==> config.mk <==
export PLATFORM = sky130hd
export DESIGN_NAME = retire_trace_buffer
export DESIGN_NICKNAME = d
export VERILOG_FILES = /design/src/rtl/retire_trace_buffer.sv
export SDC_FILE = /design/constraint.sdc
export NUM_CORES = 1
export LEC_CHECK = 0
export ABC_AREA = 1
export BUFFER_PORTS_ARGS = -buffer_cell sky130_fd_sc_hd__buf_2
export CORE_MARGIN = 4
export CORE_UTILIZATION = 50
export CTS_CLUSTER_DIAMETER = 60
export CTS_CLUSTER_SIZE = 24
export DETAILED_ROUTE_END_ITERATION = 6
export PLACE_DENSITY_LB_ADDON = 0.08
export SKIP_CTS_REPAIR_TIMING = 1
export SYNTH_ARGS = -nofsm -noshare
export SYNTH_HDL_FRONTEND = slang
export SYNTH_SLANG_ARGS = --single-unit
==> constraint.sdc <==
create_clock -name clk -period 8.75 [get_ports clk]
set_clock_uncertainty 0.2 [all_clocks]
set_input_delay 2.625 -clock clk [delete_from_list [all_inputs] [get_ports clk]]
set_output_delay 2.625 -clock clk [all_outputs]
set_load 0.02 [all_outputs]
==> src/rtl/retire_trace_buffer.sv <==
// Circular trace buffer for retirement check events: arm, trigger, capture a
// post-trigger window, then stream the frozen window oldest-first.
module retire_trace_buffer #(
    parameter int DEPTH_LOG2 = 3,
    parameter int POST_TRIG  = 2
) (
    input  logic                  clk,
    input  logic                  rst,
    input  logic                  i_check_en,
    input  logic [31:0]           i_check_pc,
    input  logic [31:0]           i_check_data,
    input  logic [31:0]           i_check_addr,
    input  logic                  i_arm,
    input  logic                  i_abort,
    input  logic                  i_trig_pc_en,
    input  logic [31:0]           i_trig_pc,
    input  logic                  i_force_trig,
    output logic                  o_rd_valid,
    input  logic                  i_rd_ready,
    output logic [95:0]           o_rd_data,
    output logic [1:0]            o_state,
    output logic [DEPTH_LOG2:0]   o_count,
    output logic                  o_wrapped
);
    localparam int DEPTH = 1 << DEPTH_LOG2;
    localparam logic [DEPTH_LOG2:0]   FULL = (DEPTH_LOG2+1)'(DEPTH);
    localparam logic [DEPTH_LOG2-1:0] PT   = DEPTH_LOG2'(POST_TRIG);
    localparam logic [DEPTH_LOG2-1:0] ONE  = DEPTH_LOG2'(1);

    typedef enum logic [1:0] {S_IDLE = 2'd0, S_ARMED = 2'd1, S_POST = 2'd2, S_DONE = 2'd3} state_t;

    state_t                r_state, w_state_nxt;
    logic [95:0]           r_mem [DEPTH];
    logic [DEPTH_LOG2-1:0] r_wr_ptr, r_rd_ptr, r_post;
    logic [DEPTH_LOG2:0]   r_count, r_rem;
    logic                  r_wrapped, r_force;

    logic                  w_wr, w_trig, w_full, w_xfer;
    logic [DEPTH_LOG2-1:0] w_wr_ptr_nxt;
    logic [DEPTH_LOG2:0]   w_count_nxt;

    always_comb begin
        w_wr         = i_check_en && (r_state == S_ARMED || r_state == S_POST);
        w_trig       = i_check_en && (r_state == S_ARMED) &&
                       (r_force || i_force_trig || (i_trig_pc_en && i_check_pc == i_trig_pc));
        w_full       = (r_count == FULL);
        w_wr_ptr_nxt = r_wr_ptr + ONE;
        w_count_nxt  = w_full ? r_count : r_count + 1'b1;
        w_xfer       = (r_state == S_DONE) && i_rd_ready;

        w_state_nxt = r_state;
        case (r_state)
            S_IDLE:  if (i_arm) w_state_nxt = S_ARMED;
            S_ARMED: if (w_trig) w_state_nxt = (POST_TRIG == 0) ? S_DONE : S_POST;
            S_POST:  if (i_check_en && r_post == ONE) w_state_nxt = S_DONE;
            S_DONE:  if (w_xfer && r_rem == 1) w_state_nxt = S_IDLE;
            default: w_state_nxt = S_IDLE;
        endcase
        if (i_abort) w_state_nxt = S_IDLE;
    end

    always_ff @(posedge clk) begin
        if (rst) begin
            r_state   <= S_IDLE;
            r_wr_ptr  <= '0;
            r_rd_ptr  <= '0;
            r_post    <= '0;
            r_count   <= '0;
            r_rem     <= '0;
            r_wrapped <= 1'b0;
            r_force   <= 1'b0;
        end else begin
            r_state <= w_state_nxt;
            if (!i_abort) begin
                if (r_state == S_IDLE && i_arm) begin
                    r_wr_ptr  <= '0;
                    r_count   <= '0;
                    r_wrapped <= 1'b0;
                    r_post    <= '0;
                end
                if (w_wr) begin
                    r_wr_ptr <= w_wr_ptr_nxt;
                    r_count  <= w_count_nxt;
                    if (w_full) r_wrapped <= 1'b1;
                end
                if (r_state == S_ARMED) begin
                    if (w_trig) begin
                        r_force <= 1'b0;
                        r_post  <= PT;
                    end else if (i_force_trig) begin
                        r_force <= 1'b1;
                    end
                end
                if (r_state == S_POST && i_check_en) r_post <= r_post - ONE;
                // DONE is always entered on a write edge, so seed readout from the post-write pointers
                if (w_state_nxt == S_DONE && r_state != S_DONE) begin
                    r_rd_ptr <= w_wr_ptr_nxt - w_count_nxt[DEPTH_LOG2-1:0];
                    r_rem    <= w_count_nxt;
                end
                if (w_xfer) begin
                    r_rd_ptr <= r_rd_ptr + ONE;
                    r_rem    <= r_rem - 1'b1;
                end
            end
        end
    end

    always_ff @(posedge clk) begin
        if (!rst && !i_abort && w_wr) r_mem[r_wr_ptr] <= {i_check_pc, i_check_data, i_check_addr};
    end

    assign o_rd_valid = (r_state == S_DONE);
    assign o_rd_data  = o_rd_valid ? r_mem[r_rd_ptr] : '0;
    assign o_state    = r_state;
    assign o_count    = r_count;
    assign o_wrapped  = r_wrapped;
endmodule

**Word-level counts from Yosys, hierarchy flattened**

Memory sizes are Yosys's and may differ from the RTL's. A register that Yosys moved wholly into a read port is not among the register bits.
Index checks and enable logic that the tools add are counted.
W data, S select, Z words.

- Memory bits (writable): 768
- Input bits: 136
- Register bits: 21
- Memories kept: 1
- Logic and storage cells: 78
- Output and inout bits: 104

Memory list:

| memory | words | bits a word | read ports | clocked after Yosys merged registers in | write ports | line | source |
|---|---|---|---|---|---|---|---|
| r_mem | 8 | 96 | 1 | 1 | 1 | 33 | `logic [95:0] r_mem [DEPTH];` |

- $add $sub $neg: 6
- Mux-type cells: 29
- Reductions and logical operators: 24
- Equality and inequality tests: 9
- Bitwise gates (word level): 1

Operators by type and width:

| kind | count |
|---|---|
| $mux W96 | 1 |
| $eq A32 B32 Y1 | 1 |
| $mux W3 | 10 |
| $mux W4 | 5 |
| $logic_and A1 B1 Y1 | 12 |
| $mux W2 | 5 |
| $pmux W2 S4 | 1 |
| $mux W1 | 7 |
| $add A3 B1 Y3 const B | 2 |
| $eq A2 B2 Y1 const B | 3 |
| $reduce_bool A2 Y1 | 3 |
| $add A4 B1 Y4 const B | 1 |
| $eq A4 B1 Y1 const B | 1 |
| $eq A4 B4 Y1 const B | 1 |
| $reduce_and A2 Y1 | 2 |
| $sub A4 B1 Y4 const B | 1 |
| $eq A3 B1 Y1 const B | 1 |
| $logic_or A1 B1 Y1 | 3 |
| $reduce_and A3 Y1 | 1 |
| $sub A3 B1 Y3 const B | 1 |
| $sub A3 B3 Y3 | 1 |
| $eq A2 B1 Y1 const B | 1 |
| $logic_not A1 Y1 | 2 |
| $logic_not A2 Y1 | 1 |
| 2 further kinds | 2 |

**Depth between registers and ports, before layout**

Gate-level depths: netlist of run 1.

- Word-level depth: 13
- Mapped depth: 20
- Mapped depth without buffers: 20

**Worst setup path before layout of run 1**

Ideal clock, no wire load.

- Path type: input port to flip-flop
- Start: input i_abort
- End: memory r_mem[0][0], enable pin
- Library setup time: 552 ps
- Stages: 6
- Slack: 616 ps
- Data required time: 7,998 ps
- Path buffers: 1
- Arrival time: 7,382 ps
- Cells stage by stage: clkbuf_1 -> inv_1 -> nand3_1 -> nor2_1 -> nand2_1 -> nor2_1

- Word-level cells in the longest chain between the ends: 5

Ends and longest elaborated chain:

| item | line | source |
|---|---|---|
| start, declared | 14 | `input logic i_abort,` |
| $logic_not A1 Y1 | 109 | `if (!rst && !i_abort && w_wr) r_mem[r_wr_ptr] <= {i_check_pc, i_check_data, i_check_addr};` |
| $logic_and A1 B1 Y1 (2 in a row) | 109 |  |
| $mux W1 | 109 |  |
| $mux W1 (implied by the code) | 109 |  |
| end, declared | 33 |  |

No other way between the ends.

==> results of run 1 <==
-- per-stage QoR --
step	power, uW	utilization
5_1_grt	7140	0.567
6_report	6900	0.567
3_5_place_dp	4460	0.540
2_1_floorplan	4350	-
4_1_cts	6960	0.567
3_3_place_gp	4460	0.540
-- placed cells by master, fill, tap and decap left out, drive strengths merged --
master,Yosys,layout
a21boi,1,1
edfxtp,768,768
a31oi,98,98
nand3b,1,1
inv,72,91
a21oi,16,16
nor3,3,3
clkbuf,127,62
xor2,11,11
o32ai,1,1
dfxtp,24,24
ha,14,14
a32o,2,2
clkinv,1,10
nand4,2,2
buf,35,267
o311ai,1,1
nand2,96,96
xnor2,7,7
o22ai,99,99
or2,1,1
o21ai,497,497
nand3,15,15
nor2,628,628
o31ai,1,1
fa,1,1
clkinvlp,0,2
-- state kept, by name, summed over array words and instances (netlist names), named ones only --
signal     cells
r_force        1
o_state        2
o_count        4
r_post         3
o_wrapped      1
r_rd_ptr       3
r_wr_ptr       3
r_mem        768
r_rem          4
-- worst reg2reg max path: stages (launching register included) --
cell	delay, ns
dfxtp_1	0.46
inv_1	0.16
ha_1	0.31
nand3_1	0.11
nor2_1	0.27
nand2_1	0.31
nor2_4	0.83
buf_4	0.73
-- how the worst max path moves through the flow --
stage,endpoint,startpoint,depth (start not counted)
floorplan,r_mem[0][0],i_abort,6
global placement,o_rd_data[65],register,7
detailed placement,o_rd_data[65],register,7
CTS,o_rd_data[65],register,7
global route,o_rd_data[61],register,7
finish,o_rd_data[65],register,7
-- cells by family (layout without fill, tap and decap cells) --
logic type                 Yosys count  count (layout)  share of synthesized area
DFF                                792             792                      0.746
and+or+nand+nor                    746             746                     0.0910
AOI/OAI and AO/OA                  716             716                      0.122
buffers and inverters              235             432                     0.0294
xor gates and xnor gates            18              18                    0.00500
adders and majority gates           15              15                    0.00619
-- power breakdown --
group	internal (uW)	switching [uW]	leakage (uW)
Combinational	61.3	150	0.00418
Sequential	4160	6.77	0.00710
Clock	1180	1350	0.000822
Total	5400	1500	0.0121
-- cell type report --
class / instances / area [sq um]
clock buffers: 62 / 1370
clock inverters: 30 / 310
fillers: 5105 / 26900
inverters: 73 / 292
multi-input cells: 1495 / 7150
flip-flops and latches: 792 / 23600
well taps: 837 / 1050
repair buffers: 267 / 1460
-- metal layers --
metal,GRT usage,vias to the layer above
met1,0.318,10100
met4,0.0367,2
li1,-,9450
met2,0.374,520
met5,0,-
met3,0.0310,79
==> flow_summary_export.csv, run 1 <==
group,metric,value,unit
outcome,status,"finished clean",
pwr,powerDensity,196,mW/mm^2
timing,tightest_slew,1.16,ns
worst_setup_path,critPathMaxFanout,78,
placement,dp_hpwl,40.4,mm
global_route,antenna_found_initial,4,
worst_hold_path,whs_path_depth,2,
clock_tree,root_buffer,"clkbuf_16",
placement,numPortBuffers,239,
detailed_routing,antenna_left,0,
synth,syn_inst,2522,
timing,holdWs,0.295,ns
global_route,grt_overflow,0,
synth,syn_area,0.0315,sq mm
die,die_width,259,um
worst_hold_path,hold_start,"r_post[2]",
clock_tree,cts.clk_slew.worst_paths,0.09,ns
worst_setup_path,cp_data_required_time,5.93,ns
pwr,p_leak,0.0121,uW
detailed_routing,wirelength,76.4,mm
synth,synth_top_area_frac,0.731,
placement,place_ws,2.47,ns
timing,relSlewSlack,0.229,
synth,yosys_most_used_dff,"edfxtp_1",
worst_setup_path,crit_path_cell_trace,"buf_4 -> buf_4 -> o21ai_0 -> o22ai_1 -> o21ai_0 -> a31oi_1 -> buf_2",
synth,seq_area_frac_synth,0.746,
detailed_routing,wl_met2,37.6,mm
placement,dp_cells,3464,
timing,setup_violations,0,
die,die-height,259,um
die,rows,91,
worst_setup_path,r2r_start,"o_state[0]",
timing,rsz0062_at_grt,"false",
synth,syn_nets,2673,
clock_tree,cts_max_path_buffers,3,
global_route,grt_pass1_vias,19200,
worst_setup_path,critPathBufInv,3,
timing,maxSlewViolCount,0,
worst_setup_path,startpoint_type,"register",
detailed_routing,drc,0,
synth,yosysTopAreaCell,"edfxtp_1",
synth,synth-seq-cells,792,
clock_tree,cts_sinks,792,
finish,nets,2831,
detailed_routing,topRoutingLayerUsed,"met5",
detailed_routing,drtIter0Drc,1828,
clock_tree,cts_buffers,51,
synth,synth_cell_types,33,
finish,area_growth,11.5,%
global_route,grt_max_degree,192,
pwr,peakVddDrop,164,uV
detailed_routing,met1_length,33.6,mm
synth,synth_common_cells,"768 x edfxtp_1, 627 x nor2_1, 497 x o21ai_0",
clock_tree,cts_tree,"done",
clock_tree,clk_latency,0.62,ns
timing,setup_ws,1.82,ns
synth,syn_area_per_cell,12.5,sq um
detailed_routing,vias,20200,
worst_setup_path,r2r_cells,7,
timing,fin_crit_sh,0.792,
worst_setup_path,worst_path_dominant_cell_family,"buffers and inverters",
finish,diodes,0,
detailed_routing,via_per_inst,5.68,
worst_setup_path,reg2reg_setup_slack,4.98,ns
die,initial_utilization,0.508,
placement,globalplace.congestion,0.783,
detailed_routing,wl_per_cell,21.5,um
worst_hold_path,min_path_type,"reg2reg",
worst_setup_path,max_stage_delay,0.86,ns
worst_hold_path,min_to,"r_post[2]",
synth,synthTopCellsByArea,"edfxtp_1 73%, o21ai_0 7.9%, nor2_1 7.5%",
die,dieArea,0.0672,sq mm
worst_setup_path,worstSetupEndpointType,"output port",
detailed_routing,dr_wl_met3,4.19,mm
synth,synth_enable_flop_cells,768,
detailed_routing,first_pass_iters,5,
placement,post_dp_cell_area,0.0335,sq mm
worst_setup_path,reg2reg_to,"r_mem[2][58]",
die,coreArea,0.0621,sq mm
finish,stdcell_count,3556,
global_route,grt_pass1_wl,116,mm
timing,finalSetupTns,0,ns
worst_setup_path,crit_type,"reg2out",
die,pin_count,240,
synth,yosysMostFrequentCell,"edfxtp_1",
synth,yosysWarnings,0,
finish,fin_area,0.0352,sq mm
timing,finalHoldViolations,0,
clock_tree,htreeDepth,2,
timing,period_needed,6.93,ns
worst_setup_path,cp.arrival,4.10,ns
finish,drive_above_1_share,0.137,
global_route,grt.total_usage,0.222,
worst_setup_path,crit_slowest_cell,"dfxtp_4",
timing,fmax,144,MHz
run,maxCapViolCount,0,
synth,async_flop_share,0,
Power figures use the tool's default switching activity.
==> inputs of run 2 (changes only) <==
--- a/config.mk
+++ b/config.mk
@@ -5,7 +5,7 @@
 export SDC_FILE = /design/constraint.sdc
 export NUM_CORES = 1
 export LEC_CHECK = 0
-export ABC_AREA = 1
+export ABC_AREA = 0
 export BUFFER_PORTS_ARGS = -buffer_cell sky130_fd_sc_hd__buf_2
 export CORE_MARGIN = 4
 export CORE_UTILIZATION = 50
==> constraint.sdc (replaced) <==
create_clock -name clk -period 6.7 [get_ports clk]
set_clock_uncertainty 0.2 [all_clocks]
set_input_delay 2.01 -clock clk [delete_from_list [all_inputs] [get_ports clk]]
set_output_delay 2.01 -clock clk [all_outputs]
set_load 0.02 [all_outputs]
==> run 2 against run 1 <==
Final cell count is 27% lower; critical path depth fell by 2; setup slack got worse by 0.33 ns; synthesized area fell by 1.4%; synthesized cell count fell by 42%; combinational power grew 19%; first-iteration DRC count decreased by 38%; hold slack got worse by 0.0057 ns; wire length decreased by 14%; design area increased by 0.65%; largest cell class unchanged; largest power group unchanged; highest routed layer unchanged.
==> flow_summary_export.csv, run 2 <==
group,metric,value,unit
global_route,grt_overflow,0,
pwr,peakVddDrop,209,uV
clock_tree,cts.clk_slew.worst_paths,0.08,ns
worst_setup_path,crit_type,"reg2out",
timing,setup_violations,0,
timing,fin_crit_sh,0.778,
timing,finalHoldViolations,0,
synth,synth_enable_flop_cells,768,
finish,regMostFlops,"r_mem",
global_route,grt_pass1_vias,15500,
detailed_routing,antenna_left,0,
detailed_routing,wirelength,65.6,mm
synth,syn_area_per_cell,21.4,sq um
timing,tightest_slew,1.13,ns
synth,synth_top_area_frac,0.741,
global_route,grt_pass1_wl,99.0,mm
worst_setup_path,startpoint_type,"register",
clock_tree,clk_latency,0.60,ns
die,pin_count,240,
synth,async_flop_share,0,
timing,finalSetupTns,0,ns
synth,synth_common_cells,"768 x edfxtp_1, 192 x mux4_2, 98 x mux2i_1, 98 x nor2b_1, 41 x clkbuf_1",
clock_tree,cts_sinks,792,
detailed_routing,via_per_inst,5.70,
synth,seq_area_frac_synth,0.757,
clock_tree,root_buffer,"clkbuf_16",
detailed_routing,vias,14700,
worst_setup_path,worstSetupEndpointType,"output port",
timing,fmax,192,MHz
synth,syn_inst,1454,
clock_tree,cts_max_path_buffers,3,
worst_hold_path,min_path_type,"reg2reg",
synth,yosysMostFrequentCell,"edfxtp_1",
finish,drive_above_1_share,0.324,
detailed_routing,wl_per_cell,25.4,um
synth,yosysTopAreaCell,"edfxtp_1",
outcome,status,"finished clean",
die,die-height,257,um
detailed_routing,first_pass_iters,5,
worst_setup_path,cp_data_required_time,4.49,ns
clock_tree,cts_tree,"done",
global_route,antenna_found_initial,11,
synth,yosysWarnings,0,
global_route,grt.total_usage,0.198,
detailed_routing,drc,0,
timing,relSlewSlack,0.246,
finish,postLayoutCoreUtil,0.575,
worst_setup_path,worst_path_dominant_cell_family,"flip-flops",
finish,nets,1860,
placement,dp_hpwl,37.1,mm
global_route,grt_max_degree,86,
finish,fillers,4626,
die,die_width,257,um
pwr,p_leak,0.0111,uW
synth,synth-seq-cells,792,
worst_setup_path,crit_path_cell_trace,"buf_4 -> mux4_2 -> mux2i_1 -> nor2b_1 -> buf_2",
timing,maxSlewViolCount,0,
synth,yosys_most_used_dff,"edfxtp_1",
synth,synthTopCellsByArea,"edfxtp_1 74%, mux4_2 14%, mux2i_1 3.2%",
worst_setup_path,crit_slowest_cell,"dfxtp_4",
finish,area_growth,13.8,%
worst_setup_path,critPathBufInv,2,
clock_tree,cts_buffers,50,
synth,syn_nets,1605,
die,rows,91,
pwr,powerDensity,254,mW/mm^2
worst_setup_path,cp.arrival,3.00,ns
die,coreArea,0.0616,sq mm
finish,largest_reg_flops,768,
worst_setup_path,critPathMaxFanout,35,
synth,synth_cell_types,48,
placement,numPortBuffers,239,
detailed_routing,drtIter0Drc,1134,
timing,rsz0062_at_grt,"false",
finish,final_common_cell,"edfxtp_1",
timing,period_needed,5.21,ns
die,initial_utilization,0.505,
finish,final_cell_mix,"768 x edfxtp_1, 239 x buf_2, 192 x mux4_2",
synth,syn_area,0.0311,sq mm
placement,globalplace.congestion,0.747,
die,dieArea,0.0663,sq mm
clock_tree,htreeDepth,2,
run,maxCapViolCount,0,
worst_setup_path,max_stage_delay,0.88,ns
[run 2: cell count changes in the layout (fill, tap and decap cells not counted), moves of 65 or more]
| cell | before | now |
|---|---|---|
| o21ai_0 | 497 | 10 |
| o22ai_1 | 99 | 1 |
| mux2i_1 | 0 | 98 |
| nand2_1 | 91 | 26 |
| nor2_1 | 619 | 14 |
| mux4_2 | 0 | 192 |
| a31oi_1 | 98 | 9 |
| nor2b_1 | 0 | 98 |
[run 2: final cells by class]
type / count / area (sq um) / share of cell area
antenna: 4 / 10.0 / 0.000283
clock buffer: 51 / 1280 / 0.0360
clock inverter: 35 / 423 / 0.0119
inverter: 12 / 45.0 / 0.00127
multi-input combinational: 579 / 7310 / 0.207
sequential: 792 / 23600 / 0.665
tap: 837 / 1050 / 0.0296
timing repair buffer: 274 / 1730 / 0.0490
[run 2: worst min-delay path, delay by kind of cell, from the launching register on]
family | cells | cell delay, ns
AO/OA/AOI/OAI | 2 | 0.13
flip-flops | 1 | 0.31
[run 2: worst paths after layout]
check        startpoint             to  slack (ns)  cells after the start
max            register  o_rd_data[86]        1.49                      5
min reg2reg   r_post[1]      r_post[1]        0.29                      2
min           r_post[1]      r_post[1]        0.29                      2
max reg2reg  o_state[0]   r_mem[0][91]        3.26                      6
[run 2: logic make-up (layout without fill, tap and decap cells)]
logic type	after synthesis	after routing	synth area share
other	0	4	0
AOI/OAI and AO/OA	57	57	0.0123
buffers and inverters	83	372	0.0108
adders and majority gates	15	15	0.00627
xor gates and xnor gates	38	38	0.0107
DFF	792	792	0.757
and+or+nand+nor	179	179	0.0326
muxes	290	290	0.171
[run 2: power breakdown]
part / switching, uW / total, uW / internal [uW]
Clock: 1740 / 3300 / 1560
Combinational: 153 / 251 / 97.6
Sequential: 12.2 / 5440 / 5430
Total: 1910 / 8990 / 7080
[run 2: per-stage QoR]
step	total power [uW]	std cells	setup slack, ns	instance area [sq um]	hold slack [ns]
4_1_cts	9090	2580	1.35	35400	0.289
2_1_floorplan	5670	1454	-0.895	31100	0.249
3_5_place_dp	5810	2494	1.07	33700	0.278
6_report	8990	2584	1.49	35400	0.289
5_1_grt	9330	2580	1.21	35400	0.324
3_3_place_gp	5800	2494	1.16	33700	0.263
[run 2: routing by layer]
| layer | GRT usage | share of wire |
|---|---|---|
| met1 | 0.279 | 0.42 |
| met2 | 0.331 | 0.50 |
| met3 | 0.0388 | 0.057 |
| met4 | 0.0387 | 0.017 |
| met5 | 0 | 0.0012 |
==> inputs of run 3 (changes only) <==
==> constraint.sdc (replaced) <==
create_clock -name clk -period 5.1 [get_ports clk]
set_clock_uncertainty 0.2 [all_clocks]
set_input_delay 1.53 -clock clk [delete_from_list [all_inputs] [get_ports clk]]
set_output_delay 1.53 -clock clk [all_outputs]
set_load 0.02 [all_outputs]
==> run 3 against run 2 <==
Sequential power grew 31%; count of clock-buffer cells in the layout is 2 higher; non-clock buffer count unchanged; first-iteration DRC count shrank 19%; power up 32%; global-route usage about the same; critical path type unchanged; largest cell class unchanged; highest routed layer unchanged.
==> flow_summary_export.csv, run 3 (synthesized netlist as in run 2, its figures left out) <==
group,metric,value,unit
outcome,status,"finished clean",
detailed_routing,first_pass_iters,5,
detailed_routing,antenna_left,0,
timing,period_needed,4.58,ns
global_route,grt_pass1_vias,15600,
timing,fin_crit_sh,0.898,
global_route,grt.total_usage,0.198,
detailed_routing,wl_per_cell,25.3,um
clock_tree,cts_buffers,51,
global_route,antenna_found_initial,11,
finish,drive_above_1_share,0.329,
clock_tree,cts.clk_slew.worst_paths,0.08,ns
placement,numPortBuffers,239,
clock_tree,htreeDepth,2,
finish,largest_reg_flops,768,
placement,post_dp_cell_area,0.0337,sq mm
finish,final_cell_mix,"768 x edfxtp_1, 239 x buf_2, 192 x mux4_2",
clock_tree,cts_max_path_buffers,3,
detailed_routing,drtIter0Drc,914,
worst_setup_path,r2r_cells,12,
worst_hold_path,whs_path_depth,2,
finish,final_common_cell,"edfxtp_1",
timing,rsz0062_at_grt,"false",
die,rows,91,
die,die-height,257,um
worst_setup_path,worstSetupEndpointType,"output port",
detailed_routing,drc,0,
timing,finalHoldViolations,0,
timing,holdWs,0.288,ns
run,maxCapViolCount,0,
finish,area_growth,14.0,%
die,dieArea,0.0663,sq mm
timing,relSlewSlack,0.414,
clock_tree,clk_latency,0.61,ns
global_route,grt_max_degree,84,
clock_tree,cts_sinks,792,
worst_setup_path,critPathMaxFanout,38,
global_route,grt_pass1_wl,99.0,mm
worst_setup_path,cp_data_required_time,3.37,ns
clock_tree,root_buffer,"clkbuf_16",
worst_setup_path,crit_type,"reg2out",
timing,fmax,218,MHz
die,initial_utilization,0.505,
global_route,grt_overflow,0,
worst_setup_path,startpoint_type,"register",
die,die_width,257,um
worst_hold_path,min_path_type,"reg2reg",
worst_setup_path,cp.arrival,2.85,ns
detailed_routing,vias,14700,
detailed_routing,via_per_inst,5.67,
timing,setup_violations,0,
clock_tree,cts_tree,"done",
pwr,powerDensity,335,mW/mm^2
placement,dp_hpwl,36.7,mm
timing,maxSlewViolCount,0,
die,pin_count,240,
finish,regMostFlops,"r_mem",
detailed_routing,wirelength,65.7,mm
finish,nets,1861,
finish,fin_area,0.0355,sq mm
die,coreArea,0.0616,sq mm
placement,globalplace.congestion,0.791,
timing,tightest_slew,0.876,ns
pwr,p_leak,0.0112,uW
pwr,peakVddDrop,236,uV
run 3: per-layer routing:
metal | routed length [um] | vias to the layer above | GRT usage
met5 | 70 | - | 0
met4 | 1330 | 10 | 0.0505
met3 | 3420 | 91 | 0.0325
met2 | 33700 | 350 | 0.339
met1 | 27100 | 7766 | 0.270
li1 | - | 6484 | -
run 3: final timing paths:
| check | startpoint | to | slack, ns |
|---|---|---|---|
| setup / recovery | register | o_rd_data[88] | 0.52 |
| hold / removal | o_wrapped | o_wrapped | 0.29 |
| setup reg to reg | o_count[0] | r_rd_ptr[2] | 1.79 |
| hold reg to reg | o_wrapped | o_wrapped | 0.29 |
run 3: critical path, stage by stage, from the launching register on:
cell and delay (ns):
dfxtp_4 0.75, buf_12 0.37, mux4_2 0.55, mux2i_1 0.22, nor2b_1 0.08, buf_2 0.18
run 3: area by class of cell:
| class | instances | area, sq um |
|---|---|---|
| Tap cell | 837 | 1050 |
| Sequential cell | 792 | 23600 |
| Clock buffer | 53 | 1280 |
| Timing Repair Buffer | 274 | 1710 |
| Antenna cell | 6 | 15.0 |
| Clock inverter | 40 | 483 |
| Inverter | 12 | 52.6 |
| Fill cell | 4631 | 26100 |
| Multi-Input combinational cell | 579 | 7330 |
run 3: power by group:
group	switching [uW]	leakage (uW)	internal [uW]
combinational	201	0.00322	129
sequential	14.9	0.00710	7130
clock	2300	0.000851	2110
total	2520	0.0112	9380
run 3: per-stage QoR:
stage | worst slack (ns) | std cells | utilization | total power (uW) | TNS [ns]
finish | 0.519 | 2593 | 0.576 | 11900 | 0
global route | 0.304 | 2589 | 0.576 | 12300 | 0
CTS | 0.401 | 2587 | 0.576 | 12000 | 0
detailed placement | 0.664 | 2494 | 0.547 | 7630 | 0
global placement | 0.754 | 2494 | 0.547 | 7620 | 0
floorplan | -0.293 | 1454 | - | 7450 | -74.19
